File: config.mk
export PLATFORM = sky130hd
export DESIGN_NAME = hyperram_ctrl
export DESIGN_NICKNAME = d
export VERILOG_FILES = /design/src/rtl/hyperram_ctrl.sv
export SDC_FILE = /design/constraint.sdc
export NUM_CORES = 1
export LEC_CHECK = 0
export ABC_CLOCK_PERIOD_IN_PS = 3700
export BUFFER_PORTS_ARGS = -buffer_cell sky130_fd_sc_hd__buf_2
export CORE_ASPECT_RATIO = 1.2
export CORE_MARGIN = 4
export CORE_UTILIZATION = 35
export CTS_BUF_LIST = sky130_fd_sc_hd__clkbuf_4
export CTS_CLUSTER_SIZE = 20
export DETAILED_ROUTE_END_ITERATION = 10
export PLACE_DENSITY = 0.55
export SKIP_CTS_REPAIR_TIMING = 1
export SLEW_MARGIN = 25
export SYNTH_ARGS = -nofsm -noshare
export SYNTH_HDL_FRONTEND = slang
export SYNTH_SLANG_ARGS = --single-unit
File: constraint.sdc
create_clock -name ck -period 3.7 [get_ports ck]
set_input_delay 0.74 -clock ck [delete_from_list [all_inputs] [get_ports ck]]
set_output_delay 0.74 -clock ck [all_outputs]
set_load 0.005 [all_outputs]
File: src/rtl/hyperram_ctrl.sv
// HyperRAM single-word controller: one 16-bit read or write per request,
// linear burst, fixed or device-doubled initial latency, read timeout.
module hyperram_ctrl #(
  parameter int unsigned LATENCY    = 6,
  parameter int unsigned RST_CYCLES = 200,
  parameter int unsigned RD_TIMEOUT = 64
) (
  input  logic        ck,
  input  logic        reset,
  input  logic        req_valid,
  output logic        req_ready,
  input  logic        req_write,
  input  logic [31:0] req_addr,
  input  logic [15:0] req_wdata,
  output logic        rsp_valid,
  output logic [15:0] rsp_rdata,
  output logic        rsp_error,
  output logic        hr_ck,
  output logic        hr_ncs,
  output logic        hr_nreset,
  output logic [7:0]  hr_dq_out,
  output logic        hr_dq_oe,
  input  logic [7:0]  hr_dq_in,
  output logic        hr_rwds_out,
  output logic        hr_rwds_oe,
  input  logic        hr_rwds_in
);

  typedef enum logic [3:0] {
    StInit, StIdle, StCsSetup, StCa, StLat, StWdata, StRdata, StCsHold, StRecover
  } state_e;

  localparam logic [15:0] RstLast       = 16'(RST_CYCLES - 1);
  localparam logic [15:0] LatSingleLast = 16'(2 * LATENCY - 1);
  localparam logic [15:0] LatDoubleLast = 16'(4 * LATENCY - 1);
  localparam logic [15:0] RdLast        = 16'(RD_TIMEOUT - 1);

  state_e      state_q, state_d;
  logic [15:0] cnt_q, cnt_d;
  logic        write_q, write_d;
  logic [31:0] addr_q, addr_d;
  logic [15:0] wdata_q, wdata_d;
  logic        dbl_q, dbl_d;
  logic        got_q, got_d;
  logic        rwds_q;
  logic [15:0] rdata_q, rdata_d;
  logic        err_q, err_d;

  logic [47:0] ca;
  logic [7:0]  ca_byte;
  logic        rwds_edge;

  assign ca        = {~write_q, 1'b0, 1'b1, addr_q[31:3], 13'b0, addr_q[2:0]};
  assign rwds_edge = hr_rwds_in ^ rwds_q;

  // Select the command/address byte for the current CA cycle, MSB byte first
  always_comb begin
    ca_byte = 8'h00;
    unique case (cnt_q[2:0])
      3'd0:    ca_byte = ca[47:40];
      3'd1:    ca_byte = ca[39:32];
      3'd2:    ca_byte = ca[31:24];
      3'd3:    ca_byte = ca[23:16];
      3'd4:    ca_byte = ca[15:8];
      3'd5:    ca_byte = ca[7:0];
      default: ca_byte = 8'h00;
    endcase
  end

  // State and datapath registers
  always_ff @(posedge ck or posedge reset) begin
    if (reset) begin
      state_q <= StInit;
      cnt_q   <= '0;
      write_q <= 1'b0;
      addr_q  <= '0;
      wdata_q <= '0;
      dbl_q   <= 1'b0;
      got_q   <= 1'b0;
      rwds_q  <= 1'b0;
      rdata_q <= '0;
      err_q   <= 1'b0;
    end else begin
      state_q <= state_d;
      cnt_q   <= cnt_d;
      write_q <= write_d;
      addr_q  <= addr_d;
      wdata_q <= wdata_d;
      dbl_q   <= dbl_d;
      got_q   <= got_d;
      rwds_q  <= hr_rwds_in;
      rdata_q <= rdata_d;
      err_q   <= err_d;
    end
  end

  // Next-state: each state owns cnt_q from zero; cnt_d defaults to increment
  always_comb begin
    state_d = state_q;
    cnt_d   = cnt_q + 16'd1;
    write_d = write_q;
    addr_d  = addr_q;
    wdata_d = wdata_q;
    dbl_d   = dbl_q;
    got_d   = got_q;
    rdata_d = rdata_q;
    err_d   = err_q;
    unique case (state_q)
      StInit: begin
        if (cnt_q == RstLast) begin
          state_d = StIdle;
          cnt_d   = '0;
        end
      end
      StIdle: begin
        cnt_d = '0;
        if (req_valid) begin
          state_d = StCsSetup;
          write_d = req_write;
          addr_d  = req_addr;
          wdata_d = req_wdata;
          dbl_d   = 1'b0;
          rdata_d = '0;
          err_d   = 1'b0;
        end
      end
      StCsSetup: begin
        state_d = StCa;
        cnt_d   = '0;
      end
      StCa: begin
        // Device signals extra latency on RWDS mid-way through CA
        if (cnt_q == 16'd2) dbl_d = hr_rwds_in;
        if (cnt_q == 16'd5) begin
          state_d = StLat;
          cnt_d   = '0;
        end
      end
      StLat: begin
        if (cnt_q == (dbl_q ? LatDoubleLast : LatSingleLast)) begin
          state_d = write_q ? StWdata : StRdata;
          cnt_d   = '0;
          got_d   = 1'b0;
        end
      end
      StWdata: begin
        if (cnt_q == 16'd1) begin
          state_d = StCsHold;
          cnt_d   = '0;
        end
      end
      StRdata: begin
        if (rwds_edge && got_q) begin
          rdata_d[7:0] = hr_dq_in;
          state_d      = StCsHold;
          cnt_d        = '0;
        end else if (cnt_q == RdLast) begin
          rdata_d = '0;
          err_d   = 1'b1;
          state_d = StCsHold;
          cnt_d   = '0;
        end else if (rwds_edge) begin
          rdata_d[15:8] = hr_dq_in;
          got_d         = 1'b1;
        end
      end
      StCsHold: begin
        state_d = StRecover;
        cnt_d   = '0;
      end
      StRecover: begin
        if (cnt_q == 16'd1) begin
          state_d = StIdle;
          cnt_d   = '0;
        end
      end
      default: begin
        state_d = StInit;
        cnt_d   = '0;
      end
    endcase
  end

  // Outputs decoded from state; all phase lengths are even so hr_ck = ~cnt_q[0]
  always_comb begin
    req_ready  = 1'b0;
    rsp_valid  = 1'b0;
    hr_ncs     = 1'b1;
    hr_ck      = 1'b0;
    hr_nreset  = 1'b1;
    hr_dq_out  = 8'h00;
    hr_dq_oe   = 1'b0;
    hr_rwds_oe = 1'b0;
    unique case (state_q)
      StInit:    hr_nreset = 1'b0;
      StIdle:    req_ready = 1'b1;
      StCsSetup: hr_ncs = 1'b0;
      StCa: begin
        hr_ncs    = 1'b0;
        hr_ck     = ~cnt_q[0];
        hr_dq_oe  = 1'b1;
        hr_dq_out = ca_byte;
      end
      StLat, StRdata: begin
        hr_ncs = 1'b0;
        hr_ck  = ~cnt_q[0];
      end
      StWdata: begin
        hr_ncs     = 1'b0;
        hr_ck      = ~cnt_q[0];
        hr_dq_oe   = 1'b1;
        hr_rwds_oe = 1'b1;
        hr_dq_out  = cnt_q[0] ? wdata_q[7:0] : wdata_q[15:8];
      end
      StCsHold: begin
        hr_ncs    = 1'b0;
        rsp_valid = 1'b1;
      end
      StRecover: hr_ncs = 1'b1;
      default:   hr_nreset = 1'b0;
    endcase
  end

  assign hr_rwds_out = 1'b0;
  assign rsp_rdata   = rdata_q;
  assign rsp_error   = err_q;

endmodule

==> run_results.csv, run 1 <==
group,metric,value,unit
global_routing,first_global_vias,3480,
synthesis,synth_fa_ha_area_share,1.45,%
global_routing,grt_max_degree,53,
critical_path,arrival,2510,ps
critical_path,crit_chain,"ha_1 -> nor2b_1 -> nand2_1 -> and3_1 -> o22ai_1 -> buf_2",
cts,cts_buffers,9,
synthesis,synth_seq_cells,89,
route,avgRoutedWirePerCell,15.3,um
global_routing,grt_pass1_wl,17.9,mm
layout,fillers,1238,
route,ant_nets,0,
synthesis,synth_top_cell_by_area,"dfrtp_1",
synthesis,synth_area_leaders,"dfrtp_1 52%, nand2_1 15%, a22o_1 3.5%",
critical_path,worst_path_max_delay_cell,"dfrtp_2",
synthesis,synthesis.nets,539,
floorplan,ios,94,
timing,maxSlewViolCount,0,
route,totalWireLength,11.1,mm
timing,final_hold_viol_count,0,
critical_path,crit_fanout,15,
route,vias_per_cell,4.98,
critical_path,path_delay_family,"simple AND/OR/NAND/NOR gates",
synthesis,yosys-mux-area-fraction,1.86,%
layout,layout_common_cells,"168 x nand2_1, 92 x buf_2, 88 x dfrtp_1",
floorplan,chipWidth,109,um
cts,clkTransAtPathRegs,150,ps
synthesis,synth-edff-count,0,
route,first_pass_iters,4,
critical_path,worst_r2r_path_depth,7,
placed_design,gp_congestion,0.855,
run,cap_violations,0,
synthesis,synth_cell_type_count,55,
global_routing,grt_use_total,16.3,%
synthesis,synth_top_family_by_area,"simple AND/OR/NAND/NOR gates",
timing,timing.final.crit_share,87.9,%
synthesis,synth_top_cell_area_share,51.8,%
power_and_ir_drop,power.density,693,nW/um2
synthesis,synthXorXnorAreaFrac,3.26,%
synthesis,yosys_warnings,0,
synthesis,synthCells,473,
power_and_ir_drop,fin_total_pwr,3500,uW
critical_path,cpPeakStageDelay,630,ps
layout,drive_above_1_share,22.3,%
cts,clock_path_buffers,2,
timing,worstMarginPinSlew,743,ps
synthesis,ys.flop_type,"dfrtp_1",
synthesis,synth.avg_cell_area,9.09,um2
critical_path,crit_type,"reg -> out",
critical_path,r2r_setup_slack,990,ps
critical_path,endpoint_kind,"output pin",
cts,clk_latency,450,ps
timing,setup-tns-final,0,ps
route,route.detailed.drc,0,
floorplan,rows,44,
floorplan,core-area,12100,um2
cts,cts.sinks,89,
critical_path,r2r-start,"state_q[3]",
status,outcome,"finished, final reports clean",
synthesis,seq_area_frac_synth,51.8,%
floorplan,die_h,129,um
route,drt-initial-drc-count,200,
cts,htree_levels,3,
min_path,min_path_type,"in -> async",
critical_path,r2r_end,"state_q[0]",
layout,nets,622,
layout,layout_commonest_cell,"nand2_1",
layout,final_area,5050,um2
global_routing,overflow,0,
power_and_ir_drop,p_leak,0.00259,uW
synthesis,async_flop_share,100,%
timing,rsz0062_at_grt,"no",
timing,finalSetupViolations,0,
synthesis,synth_compound_area_share,11.3,%
placed_design,place_area,4910,um2
floorplan,die_area,14100,um2
global_routing,grt_antenna_before_repair,0,
cts,cts_root_buf,"clkbuf_4",
timing,period_minus_slack,3250,ps
floorplan,start_util,35.7,%
synthesis,syn_area,4300,um2
placed_design,dp_hpwl,8.08,mm
cts,cts_tree,"built",
layout,diodes,0,
timing,fin_skew,13.2,ps
timing,maxSlewHeadroom,50.4,%
timing,max_freq,307,MHz
placed_design,io_buffers,92,
critical_path,crit_path_start_kind,"flip-flop",
critical_path,critPathBufInv,1,
power_and_ir_drop,ir_drop,0.259,mV
layout,syn2layout_area_growth,17.5,%
critical_path,cp.required,2960,ps
synthesis,synth-simple-area-share,26.8,%
route,vias,3596,
critical_path,cp.depth,6,
[cells in the mapped netlist, drive strengths merged (2+ instances only)]
library cell,instances
and2,2
o22ai,9
a22oi,7
nor4,6
dfrtp,89
nand2,168
a22o,17
or3,4
clkbuf,20
buf,6
ha,5
or3b,2
a21oi,3
nor4bb,2
nand3,8
inv,11
nand4,3
o32a,2
and3,5
nor3,8
o21ai,11
o31a,2
xor2,8
a32oi,3
nor4b,2
mux2i,8
and4,4
xnor2,8
nor2,26
nand2b,2
nor2b,7
[metal layers]
metal  GRT usage [%]  wire length [um]  up-vias
met3            3.84               619        7
met5               0                 0        -
li1                -                 -     1774
met2            26.8              5410      107
met4            4.18               114        0
met1            21.8              4920     1708
[state kept, by name, summed over array words and instances (netlist names)]
name       flops
state_q        4
got_q          1
cnt_q         16
rwds_q         1
write_q        1
rsp_rdata     16
wdata_q       16
dbl_q          1
addr_q        32
rsp_error      1
[cell families (layout without fill, tap and decap cells)]
group / count (synthesis) / count (layout)
muxes: 8 / 8
xor gates and xnor gates: 16 / 16
AOI/OAI and AO/OA: 65 / 65
and+or+nand+nor: 252 / 252
DFF: 89 / 89
other: 1 / 1
adders and majority gates: 5 / 5
buffers and inverters: 37 / 125
[area by class of cell]
cell class	count	area [um2]	area share (%)
sequential	89	2230	44.1
timing repair buffer	98	505	10.0
clock inverter	7	76.3	1.51
inverter	11	43.8	0.867
tap	161	201	3.99
multi-input combinational	347	1930	38.2
clock buffer	9	67.6	1.34
[worst max-delay path by stage]
stage	from	endpoint	slack, ps
2_1_floorplan	reset	addr_q[0]	650
3_3_place_gp	cnt_q[0]	hr_dq_out[2]	870
3_5_place_dp	cnt_q[0]	hr_dq_out[0]	730
4_1_cts	cnt_q[0]	hr_dq_out[0]	180
5_1_grt	cnt_q[0]	hr_dq_out[3]	180
6_report	cnt_q[0]	hr_dq_out[0]	450
[report_power, final]
group / internal (uW) / switching, uW / total (uW)
logic: 562 / 768 / 1330
clock network: 212 / 360 / 572
registers: 1300 / 298 / 1600
[per-stage QoR]
| step | setup WS [ps] | utilization, % | hold WS, ps | instances |
|---|---|---|---|---|
| floorplan | 653 | - | 445 | 473 |
| global placement | 874 | 40.7 | 460 | 706 |
| detailed placement | 734 | 40.7 | 462 | 706 |
| CTS | 180 | 41.9 | 428 | 722 |
| global route | 183 | 41.9 | 389 | 722 |
| finish | 447 | 41.9 | 371 | 722 |
No activity file was read; power rests on OpenSTA's default activity.
==> run 2, diff against run 1 <==
--- a/config.mk
+++ b/config.mk
@@ -6,7 +6,7 @@
 export NUM_CORES = 1
 export LEC_CHECK = 0
 export ABC_CLOCK_PERIOD_IN_PS = 3700
-export BUFFER_PORTS_ARGS = -buffer_cell sky130_fd_sc_hd__buf_2
+export BUFFER_PORTS_ARGS = -buffer_cell sky130_fd_sc_hd__buf_4
 export CORE_ASPECT_RATIO = 1.2
 export CORE_MARGIN = 4
 export CORE_UTILIZATION = 35
==> run_results.csv, run 2 (same netlist as run 1, synthesis figures left out) <==
group,metric,value,unit
status,outcome,"finished, final reports clean",
cts,cts_buffers,9,
layout,fillers,1206,
cts,clk_latency,460,ps
cts,cts.sinks,89,
critical_path,critPathBufInv,2,
run,cap_violations,0,
critical_path,cpPeakStageDelay,650,ps
timing,max_freq,301,MHz
timing,fin_skew,19.0,ps
critical_path,worst_path_max_delay_cell,"dfrtp_1",
cts,clkTransAtPathRegs,150,ps
route,ant_nets,0,
cts,cts_tree,"built",
placed_design,dp.cells,705,
timing,worstMarginPinSlew,880,ps
route,first_pass_iters,6,
power_and_ir_drop,power.density,695,nW/um2
layout,diodes,0,
timing,period_minus_slack,3320,ps
route,wl_met3,631,um
timing,finalWorstSetupSlack,381,ps
timing,maxSlewViolCount,0,
global_routing,grt_pass1_wl,18.3,mm
layout,layout_common_cells,"168 x nand2_1, 97 x buf_4, 88 x dfrtp_1",
placed_design,io_buffers,92,
cts,clock_path_buffers,2,
layout,final-seq-area,2230,um2
layout,largest_register,"addr_q",
floorplan,core-area,12100,um2
critical_path,crit_chain,"nand2_1 -> or3_1 -> a21oi_1 -> inv_1 -> o22ai_1 -> buf_4",
layout,stdcell_count,720,
cts,htree_levels,3,
floorplan,rows,44,
global_routing,overflow,0,
timing,finalSetupViolations,0,
route,highest_layer,"met4",
route,drt-initial-drc-count,164,
floorplan,die_area,14100,um2
critical_path,crit_fanout,17,
global_routing,first_global_vias,3606,
floorplan,start_util,35.7,%
route,totalWireLength,11.4,mm
global_routing,grt_max_degree,53,
route,vias_per_cell,5.04,
cts,cts_root_buf,"clkbuf_4",
critical_path,crit_path_start_kind,"flip-flop",
critical_path,r2r_setup_slack,1010,ps
critical_path,endpoint_kind,"output pin",
timing,final_hold_viol_count,0,
floorplan,die_h,129,um
placed_design,gp_congestion,0.823,
min_path,min_path_type,"in -> async",
global_routing,grt_antenna_before_repair,0,
floorplan,ios,94,
timing,rsz0062_at_grt,"no",
critical_path,cp.required,2960,ps
critical_path,path_delay_family,"flip-flops",
route,wl_met1,4.81,mm
timing,maxSlewHeadroom,41.2,%
critical_path,crit_type,"reg -> out",
layout,multiInputGateArea,1930,um2
critical_path,arrival,2580,ps
layout,nets,621,
layout,largest_reg_flops,32,
route,route.detailed.drc,0,
power_and_ir_drop,p_leak,0.00265,uW
global_routing,grt_use_total,16.7,%
timing,setup-tns-final,0,ps
placed_design,dpl_worst_slack,749,ps
timing,timing.final.crit_share,89.7,%
layout,layout_commonest_cell,"nand2_1",
route,avgRoutedWirePerCell,15.8,um
layout,drive_above_1_share,22.0,%
route,vias,3626,
route,wl_met2,5.76,mm
power_and_ir_drop,ir_drop,0.295,mV
placed_design,dp_hpwl,8.32,mm
layout,syn2layout_area_growth,23.4,%
floorplan,chipWidth,109,um
## run 2: worst paths after layout
check,from,endpoint,cells past startpoint
max,state_q[1],hr_dq_out[1],6
min,reset,state_q[0],2
max reg2reg,state_q[3],state_q[0],7
min reg2reg,wdata_q[10],wdata_q[10],2
max in group asynchronous,reset,addr_q[19],3
min in group ck,hr_rwds_in,rwds_q,1
## run 2: worst reg2reg max path, delay by kind of cell (launching register included)
family	cells	cell delay, ps
simple gates	4	1380
buf+inv	1	90
compound gates	2	500
flops	1	630
## run 2: layout make-up
cell class / count / share of cell area [%]
clock buffers: 9 / 1.27
clock inverters: 6 / 2.03
inverters: 11 / 0.802
multi-input cells: 347 / 36.4
flip-flops and latches: 89 / 42.0
well taps: 161 / 3.80
repair buffers: 97 / 13.7
## run 2: power by group
group | switching (uW) | internal [uW] | total (uW)
Clock | 336 | 337 | 672
Sequential | 320 | 1300 | 1620
Combinational | 766 | 628 | 1390
Total | 1420 | 2260 | 3690
## run 2: stage by stage
step | hold WS [ps] | power, uW | instance area [um2] | util [%]
floorplan | 445 | 2470 | 4300 | -
global placement | 459 | 3030 | 5130 | 42.5
detailed placement | 462 | 3060 | 5130 | 42.5
CTS | 409 | 3730 | 5310 | 44.0
global route | 410 | 3980 | 5310 | 44.0
finish | 429 | 3690 | 5310 | 44.0
## run 2: metal layers
layer | GRT usage, % | up-vias
li1 | - | 1757
met1 | 20.7 | 1762
met2 | 29.1 | 96
met3 | 3.19 | 11
met4 | 6.02 | 0
met5 | 0 | -
==> run 3, diff against run 2 <==
--- a/config.mk
+++ b/config.mk
@@ -9,11 +9,12 @@
 export BUFFER_PORTS_ARGS = -buffer_cell sky130_fd_sc_hd__buf_4
 export CORE_ASPECT_RATIO = 1.2
 export CORE_MARGIN = 4
-export CORE_UTILIZATION = 35
+export CORE_UTILIZATION = 45
 export CTS_BUF_LIST = sky130_fd_sc_hd__clkbuf_4
 export CTS_CLUSTER_SIZE = 20
 export DETAILED_ROUTE_END_ITERATION = 10
-export PLACE_DENSITY = 0.55
+export GPL_TIMING_DRIVEN = 0
+export PLACE_DENSITY = 0.68
 export SKIP_CTS_REPAIR_TIMING = 1
 export SLEW_MARGIN = 25
 export SYNTH_ARGS = -nofsm -noshare
==> run_results.csv, run 3 (same netlist as run 1, synthesis figures left out) <==
group,metric,value,unit
critical_path,arrival,2800,ps
layout,syn2layout_area_growth,24.5,%
timing,hold-worst-slack,230,ps
timing,period_minus_slack,3540,ps
global_routing,grt_pass1_wl,18.1,mm
timing,finalSetupViolations,0,
timing,max_freq,282,MHz
run,cap_violations,0,
global_routing,grt_max_degree,67,
route,route.detailed.drc,0,
critical_path,crit_chain,"clkbuf_4 -> inv_1 -> ha_1 -> nor2b_1 -> clkbuf_1 -> a221o_1 -> a21oi_1 -> o22ai_1 -> buf_4",
power_and_ir_drop,power.density,692,nW/um2
placed_design,gp_congestion,0.844,
critical_path,worst_r2r_path_depth,7,
placed_design,dp_hpwl,8.10,mm
critical_path,crit_fanout,10,
critical_path,endpoint_kind,"output pin",
status,outcome,"finished, final reports clean",
route,drt-initial-drc-count,191,
route,first_pass_iters,4,
route,avgRoutedWirePerCell,15.8,um
layout,layout_common_cells,"168 x nand2_1, 93 x buf_4, 88 x dfrtp_1",
floorplan,start_util,46.9,%
floorplan,die_area,11200,um2
route,totalWireLength,11.1,mm
floorplan,die_h,115,um
global_routing,overflow,0,
cts,clk_latency,440,ps
global_routing,top_usage_layer,"met2",
route,vias,3686,
floorplan,core-area,9180,um2
timing,timing.final.crit_share,95.7,%
critical_path,cp.depth,9,
power_and_ir_drop,ir_drop,0.420,mV
layout,nets,643,
cts,cts_tree,"built",
critical_path,worst_path_max_delay_cell,"dfrtp_2",
min_path,min_path_type,"in -> async",
timing,worstMarginPinSlew,745,ps
global_routing,first_global_vias,3745,
timing,maxSlewHeadroom,50.3,%
layout,diodes,0,
layout,final_util,58.4,%
critical_path,cp.required,2960,ps
global_routing,grt.met3_usage,3.34,%
global_routing,grt_use_total,20.2,%
critical_path,crit_type,"reg -> out",
timing,final_hold_viol_count,0,
layout,largest_reg_flops,32,
timing,setup-tns-final,0,ps
critical_path,critPathBufInv,4,
floorplan,rows,38,
route,ant_nets,0,
cts,cts_root_buf,"clkbuf_4",
floorplan,ios,94,
layout,drive_above_1_share,21.0,%
layout,layout_commonest_cell,"nand2_1",
global_routing,met2_usage,35.1,%
critical_path,crit_path_start_kind,"flip-flop",
cts,clock_path_buffers,2,
cts,cts.sinks,89,
global_routing,grt_util_met1,25.7,%
power_and_ir_drop,p_leak,0.00269,uW
timing,fin_skew,15.7,ps
cts,clkTransAtPathRegs,130,ps
floorplan,chipWidth,97.3,um
layout,largest_register,"addr_q",
cts,htree_levels,3,
global_routing,grt_antenna_before_repair,0,
placed_design,io_buffers,92,
critical_path,cpPeakStageDelay,450,ps
route,vias_per_cell,5.26,
critical_path,path_delay_family,"buffers and inverters",
timing,rsz0062_at_grt,"no",
timing,maxSlewViolCount,0,
cts,cts_buffers,9,
-- run 3: cell count changes in the layout (fill, tap and decap cells not counted) --
cell / previous run / this run
and2_1: 1 / 2
and2_2: 1 / 0
buf_1: 0 / 2
buf_16: 0 / 1
buf_2: 0 / 2
buf_4: 97 / 93
clkbuf_1: 0 / 20
clkbuf_4: 9 / 10
clkinv_2: 2 / 1
inv_6: 0 / 1
-- run 3: through the flow --
stage	setup WS (ps)	instances	cell area, um2	power, uW
detailed placement	191	686	5170	3070
CTS	-343	701	5350	3740
floorplan	653	473	4300	2470
global route	12.8	701	5360	3990
global placement	-429	685	5140	3020
finish	158	701	5360	3710
-- run 3: routing by layer --
layer | wire (um) | up-vias
met3 | 594 | 15
met2 | 5580 | 109
met1 | 4730 | 1758
li1 | - | 1804
met4 | 161 | 0
met5 | 0 | -
-- run 3: final cells by class --
class / instances / area (um2)
tap: 120 / 150
inverter: 11 / 46.3
clock buffer: 9 / 67.6
multi-input combinational: 347 / 1930
clock inverter: 6 / 108
fill: 848 / 3820
buffer: 26 / 108
sequential: 89 / 2230
timing repair buffer: 93 / 718
-- run 3: path summary, 6_finish.rpt --
check                      startpoint           end  slack, ps
max                          cnt_q[0]  hr_dq_out[5]        160
min                             reset     cnt_q[13]        230
max reg2reg                state_q[1]    wdata_q[2]       1090
min reg2reg                wdata_q[3]    wdata_q[3]        490
max in group asynchronous       reset      cnt_q[0]       2860
min in group ck            hr_rwds_in        rwds_q        450
-- run 3: where the power goes --
group | switching (uW) | internal (uW) | leakage, uW
registers | 206 | 1300 | 0.00116
clock network | 326 | 337 | 0.0000934
logic | 892 | 648 | 0.00144
total | 1420 | 2280 | 0.00269
